### config.mk
export PLATFORM = sky130hd
export DESIGN_NAME = beat_sequencer_flat
export DESIGN_NICKNAME = d
export VERILOG_FILES = /design/src/rtl/beat_sequencer_if.sv /design/src/rtl/beat_sequencer.sv /design/src/flat_wrapper.sv
export SDC_FILE = /design/constraint.sdc
export NUM_CORES = 1
export LEC_CHECK = 0
export ABC_AREA = 1
export CELL_PAD_IN_SITES_DETAIL_PLACEMENT = 1
export CELL_PAD_IN_SITES_GLOBAL_PLACEMENT = 1
export CORE_ASPECT_RATIO = 1.75
export CORE_MARGIN = 4
export CORE_UTILIZATION = 49
export CTS_CLUSTER_SIZE = 14
export DETAILED_ROUTE_END_ITERATION = 16
export GPL_TIMING_DRIVEN = 0
export PLACE_DENSITY = 0.9
export SETUP_SLACK_MARGIN = 0.3
export SLEW_MARGIN = 30
export SYNTH_ARGS = -nofsm -noshare
export SYNTH_HDL_FRONTEND = slang
export SYNTH_SLANG_ARGS = --single-unit
### constraint.sdc
create_clock -name CLOCK_50 -period 9.6 [get_ports CLOCK_50]
set_input_delay 0.96 -clock CLOCK_50 [delete_from_list [all_inputs] [get_ports CLOCK_50]]
set_output_delay 0.96 -clock CLOCK_50 [all_outputs]
set_load 0.01 [all_outputs]
### src/rtl/beat_sequencer_if.sv
// Control and status bundle between the key/switch front end and the beat sequencer.
// The master drives transport controls and tempo; the slave returns beat index and status.
interface beat_sequencer_if;
  logic       play;
  logic       pause;
  logic       stop;
  logic       loop_en;
  logic [1:0] tempo_sel;
  logic [7:0] beats;
  logic       beat_strobe;
  logic       note_gate;
  logic       playing;
  logic       song_done;

  modport master (
    output play, pause, stop, loop_en, tempo_sel,
    input  beats, beat_strobe, note_gate, playing, song_done
  );

  modport slave (
    input  play, pause, stop, loop_en, tempo_sel,
    output beats, beat_strobe, note_gate, playing, song_done
  );
endinterface

### src/rtl/beat_sequencer.sv
// Beat index generator for the song players: tempo-scaled tick counter, transport FSM
// (idle/play/pause/done) and a note gate that closes for the last GAP_TICKS of every beat.
module beat_sequencer #(
  parameter int BEAT_TICKS = 6250000,
  parameter int GAP_TICKS  = 625000,
  parameter int SONG_LEN   = 68,
  parameter int CNT_W      = 32
) (
  input logic             CLOCK_50,
  input logic             reset,
  beat_sequencer_if.slave bus
);

  typedef enum logic [1:0] {S_IDLE, S_PLAY, S_PAUSE, S_DONE} state_t;
  typedef enum logic [1:0] {CMD_NONE, CMD_PLAY, CMD_PAUSE, CMD_STOP} cmd_t;

  localparam logic [7:0]       LAST_BEAT = 8'(SONG_LEN - 1);
  localparam logic [CNT_W-1:0] BASE_LEN  = CNT_W'(BEAT_TICKS);
  localparam logic [CNT_W-1:0] GAP_LEN   = CNT_W'(GAP_TICKS);

  state_t           state, state_nx;
  logic [CNT_W-1:0] tick, tick_nx;
  logic [CNT_W-1:0] beat_len, beat_len_nx;
  logic [7:0]       beats, beats_nx;
  logic             strobe, strobe_nx;
  logic             gate, gate_nx;
  logic             play_q, pause_q, stop_q, armed;
  cmd_t             cmd;
  logic [CNT_W-1:0] tempo_len;

  // armed stays low for the first cycle after reset so a key held through release
  // is captured into its edge register without being seen as a press.
  always_comb begin
    cmd = CMD_NONE;
    if (armed) begin
      if (bus.stop && !stop_q)        cmd = CMD_STOP;
      else if (bus.pause && !pause_q) cmd = CMD_PAUSE;
      else if (bus.play && !play_q)   cmd = CMD_PLAY;
    end
  end

  always_comb begin
    unique case (bus.tempo_sel)
      2'b01:   tempo_len = BASE_LEN >> 1;
      2'b10:   tempo_len = BASE_LEN << 1;
      default: tempo_len = BASE_LEN;
    endcase
  end

  // NOTE: every output of this block is assigned a default first, so no path leaves
  // a value unassigned and no latch is inferred.
  always_comb begin
    state_nx    = state;
    tick_nx     = tick;
    beats_nx    = beats;
    beat_len_nx = beat_len;
    strobe_nx   = 1'b0;

    unique case (state)
      S_IDLE: begin
        tick_nx  = '0;
        beats_nx = '0;
        if (cmd == CMD_PLAY) begin
          state_nx    = S_PLAY;
          beat_len_nx = tempo_len;
          strobe_nx   = 1'b1;
        end
      end

      S_PLAY: begin
        if (cmd == CMD_STOP) begin
          state_nx = S_IDLE;
          tick_nx  = '0;
          beats_nx = '0;
        end else if (cmd == CMD_PAUSE) begin
          state_nx = S_PAUSE;
        end else if (tick == beat_len - 1'b1) begin
          tick_nx     = '0;
          beat_len_nx = tempo_len;
          if (beats == LAST_BEAT) begin
            // Finishing holds the last beat, so there is no index change to strobe.
            if (bus.loop_en) begin
              beats_nx  = '0;
              strobe_nx = 1'b1;
            end else begin
              state_nx = S_DONE;
            end
          end else begin
            beats_nx  = beats + 8'd1;
            strobe_nx = 1'b1;
          end
        end else begin
          tick_nx = tick + 1'b1;
        end
      end

      S_PAUSE: begin
        if (cmd == CMD_STOP) begin
          state_nx = S_IDLE;
          tick_nx  = '0;
          beats_nx = '0;
        end else if (cmd == CMD_PAUSE || cmd == CMD_PLAY) begin
          state_nx = S_PLAY;
        end
      end

      S_DONE: begin
        if (cmd == CMD_STOP) begin
          state_nx = S_IDLE;
          tick_nx  = '0;
          beats_nx = '0;
        end else if (cmd == CMD_PLAY) begin
          state_nx    = S_PLAY;
          tick_nx     = '0;
          beats_nx    = '0;
          beat_len_nx = tempo_len;
          strobe_nx   = 1'b1;
        end
      end

      default: state_nx = S_IDLE;
    endcase

    // Gate is computed from next-state values so the registered gate lines up with tick.
    gate_nx = (state_nx == S_PLAY) && (tick_nx < beat_len_nx - GAP_LEN);
  end

  // NOTE: sequential state uses non-blocking assignments so all registers update
  // together from pre-edge values.
  always_ff @(posedge CLOCK_50 or posedge reset) begin
    if (reset) begin
      state    <= S_IDLE;
      tick     <= '0;
      beat_len <= BASE_LEN;
      beats    <= '0;
      strobe   <= 1'b0;
      gate     <= 1'b0;
      play_q   <= 1'b0;
      pause_q  <= 1'b0;
      stop_q   <= 1'b0;
      armed    <= 1'b0;
    end else begin
      state    <= state_nx;
      tick     <= tick_nx;
      beat_len <= beat_len_nx;
      beats    <= beats_nx;
      strobe   <= strobe_nx;
      gate     <= gate_nx;
      play_q   <= bus.play;
      pause_q  <= bus.pause;
      stop_q   <= bus.stop;
      armed    <= 1'b1;
    end
  end

  assign bus.beats       = beats;
  assign bus.beat_strobe = strobe;
  assign bus.note_gate   = gate;
  assign bus.playing     = (state == S_PLAY);
  assign bus.song_done   = (state == S_DONE);

endmodule
### src/flat_wrapper.sv
// flat-port wrapper written by rule: the top's interface ports become plain ports
module beat_sequencer_flat 
#(
  parameter int BEAT_TICKS = 6250000,
  parameter int GAP_TICKS  = 625000,
  parameter int SONG_LEN   = 68,
  parameter int CNT_W      = 32
)
  (CLOCK_50, reset, bus_play, bus_pause, bus_stop, bus_loop_en, bus_tempo_sel, bus_beats, bus_beat_strobe, bus_note_gate, bus_playing, bus_song_done);
  beat_sequencer_if bus_i ();
  input logic CLOCK_50;
  input logic reset;
  input wire logic [$bits(bus_i.play)-1:0] bus_play;
  input wire logic [$bits(bus_i.pause)-1:0] bus_pause;
  input wire logic [$bits(bus_i.stop)-1:0] bus_stop;
  input wire logic [$bits(bus_i.loop_en)-1:0] bus_loop_en;
  input wire logic [$bits(bus_i.tempo_sel)-1:0] bus_tempo_sel;
  output wire logic [$bits(bus_i.beats)-1:0] bus_beats;
  output wire logic [$bits(bus_i.beat_strobe)-1:0] bus_beat_strobe;
  output wire logic [$bits(bus_i.note_gate)-1:0] bus_note_gate;
  output wire logic [$bits(bus_i.playing)-1:0] bus_playing;
  output wire logic [$bits(bus_i.song_done)-1:0] bus_song_done;
  assign bus_i.play = bus_play;
  assign bus_i.pause = bus_pause;
  assign bus_i.stop = bus_stop;
  assign bus_i.loop_en = bus_loop_en;
  assign bus_i.tempo_sel = bus_tempo_sel;
  assign bus_beats = bus_i.beats;
  assign bus_beat_strobe = bus_i.beat_strobe;
  assign bus_note_gate = bus_i.note_gate;
  assign bus_playing = bus_i.playing;
  assign bus_song_done = bus_i.song_done;
  beat_sequencer #(.BEAT_TICKS(BEAT_TICKS), .GAP_TICKS(GAP_TICKS), .SONG_LEN(SONG_LEN), .CNT_W(CNT_W)) u_core (.CLOCK_50(CLOCK_50), .reset(reset), .bus(bus_i));
endmodule
==> metrics.txt <==
status=finished, final reports clean; Distinct cells, synth=45; initial core utilization=50.3%; ANT cells=0; DRT Wirelength=32900 um; Die ar.=18700 um2; grt ovf=0; share of layout cells above drive strength 1=8.24%; row cnt=61; Slew @ Worst Pin=0.761 ns; H-tree Lvls=3; postcts setup bufs=0; RSZ-0062 raised after global routing=no; dpl ws=2.68 ns; Clock Sinks=80; Worst-Skew Late Latency=0.34 ns; # IOs=20; register-to-register setup slack=3.62 ns; cell taking the most area after synthesis=dfrtp_1; largest net degree at the start of global routing=54; initial antenna violation count=0; CTS tree=built; Syn-to-layout area delta=9.60%; Port Buf Inserts=19; core region area=16000 um2; Crit. End Element=register; CP Data Arrival Time=6.96 ns; synth warn=0; nets@finish=1355; first-pass GRT wire length=52100 um; Final Skew=0.00905 ns; CTS-repair resized insts=0; vias in the first global route=9938; via count=9226; drt via density=6.15; Max-slew headroom=49.1%; Yosys top cell area share=21.1%; syn nets=1324; Critical Path RT=9.86 ns; Worst-path clk slew=0.07 ns; cts bufs inserted=9; crit path launch type=input port; critical path's slowest cell=nor3_2; Setup Crit Path Kind=in -> reg; final period utilization=69.8%; gpl congestion=0.968; PwrDens=297 nW/um2; max-capacitance violation count=0; Final WS setup=2.90 ns; most used flip-flop cell after synthesis=dfrtp_1; crit path max fanout=10; top-count cell post-synth=nand2_1; share of flip-flops with an asynchronous set or reset=100%; slowest cell delay on critical path=0.54 ns; 1st-iter DRT viols=597; VDD IR max=0.000126 V; Seq cells post-synth=80; dpl hpwl=26200 um; EDFF count, synth=0; WL/cell=22.0 um; Hold Vio Cnt, Final=0; fill count=2259; Post-Syn Instances=1274; Synth area leaders=dfrtp_1, nand2_1, inv_1, ha_1, nand3_1; fin. max-slew vios=0; Antenna Violating Nets Remaining=0; Root Driver=clkbuf_16; Die Y=178 um; final setup fails=0; DRC violations left=0; synthesized cell area=8070 um2; Most common cell on crit path=nand2_1; Hold Path Class=reg -> reg; maximum clock frequency=0.149 GHz; Max clock buf depth=2; DIE WIDTH=105 um; synthesized area per cell=6.33 um2; Pleak=4.25 nW; post-synthesis sequential area ratio=25.0%; post-layout min period=6.70 ns; All-Layer GR Usage=36.0%; top cells by count, synth=nand2_1, inv_1, nor2_1; hold_buf cts=0; Setup TNS Final=0 ns; DRT Pass-1 Iters=5
==> final timing paths <==
kind                                         start                   end  cells after the start
worst max-delay path                      bus_stop  u_core.bus.note_gate                     31
worst min-delay path            u_core.beat_len[1]    u_core.beat_len[1]                      2
worst max register to register        u_core.armed  u_core.bus.note_gate                     30
worst min register to register  u_core.beat_len[1]    u_core.beat_len[1]                      2
max in group asynchronous                    reset   u_core.beat_len[14]                      3
min in group asynchronous                    reset   u_core.beat_len[23]                      2
==> placed cells by master, fill, tap and decap left out, drive strengths merged <==
master / count
a2111oi: 1
a211oi: 4
a21oi: 56
a221oi: 2
a22oi: 1
a31oi: 4
a32o: 1
and2: 6
buf: 3
bufinv: 2
clkbuf: 32
clkdlybuf4s50: 19
clkinv: 5
conb: 1
dfrtp: 68
dfstp: 12
ha: 42
inv: 176
nand2: 390
nand3: 113
nand3b: 10
nand4: 27
nor2: 160
nor3: 26
nor3b: 4
nor4: 7
o211ai: 6
o21ai: 47
o21bai: 3
o22ai: 24
o31ai: 2
o32ai: 2
or2: 1
or3: 2
xnor2: 11
xor2: 40
==> critical path, delay by kind of cell <==
family          cells  cell delay [ns]
compound gates      4             0.63
fa+ha+maj           2             0.39
simple gates       20             3.37
buf+inv             5             1.61
==> power breakdown <==
| group | leakage [nW] | internal [mW] | total [mW] | switching (mW) |
|---|---|---|---|---|
| Clock | 0.154 | 0.235 | 0.380 | 0.145 |
| Combinational | 3.05 | 0.483 | 1.70 | 1.22 |
| Sequential | 1.05 | 0.412 | 0.545 | 0.132 |
==> layer usage <==
| layer | up-vias | routed length [um] | track usage (%) | part of all wire (%) |
|---|---|---|---|---|
| li1 | 4195 | - | - | - |
| met1 | 4425 | 10900 | 35.0 | 33 |
| met2 | 407 | 16500 | 64.8 | 50 |
| met3 | 199 | 1700 | 4.59 | 5.1 |
| met4 | 0 | 3800 | 33.7 | 12 |
| met5 | - | 0 | 0 | 0 |
==> kinds of logic after synthesis <==
family	share of synthesized area (%)
adder cells (fa/ha/maj)	6.51
XOR/XNOR	5.54
buffers and inverters	9.54
other	0.0465
flip-flops	25.0
AO/OA/AOI/OAI	11.3
AND/OR/NAND/NOR	42.1
==> registers in the layout, summed over array words and instances, names as in the netlist, 2 cells and up <==
name and flops:
u_core.bus.beats 8, u_core.tick 32, u_core.beat_len 32, u_core.state 2
==> final cells by class <==
type / instances / area (um2) / area share (%)
timing repair buffer: 20 / 218 / 2.46
clock inverter: 3 / 65.1 / 0.736
inverter: 180 / 681 / 7.70
clock buffer: 13 / 250 / 2.83
tap: 189 / 236 / 2.67
multi-input combinational: 993 / 5280 / 59.7
buffer: 21 / 93.8 / 1.06
sequential: 80 / 2020 / 22.8
==> through the flow <==
step	power (mW)	cells	util, %	hold WS, ns	area (um2)
6_report	2.62	1499	55.2	0.566	8840
5_1_grt	2.80	1499	55.2	0.601	8840
4_1_cts	2.58	1499	55.2	0.565	8840
3_5_place_dp	2.17	1483	53.2	0.555	8530
3_3_place_gp	2.09	1482	53.0	0.529	8490
2_1_floorplan	1.63	1274	-	0.494	8070
(Power assumes the default switching activity.)
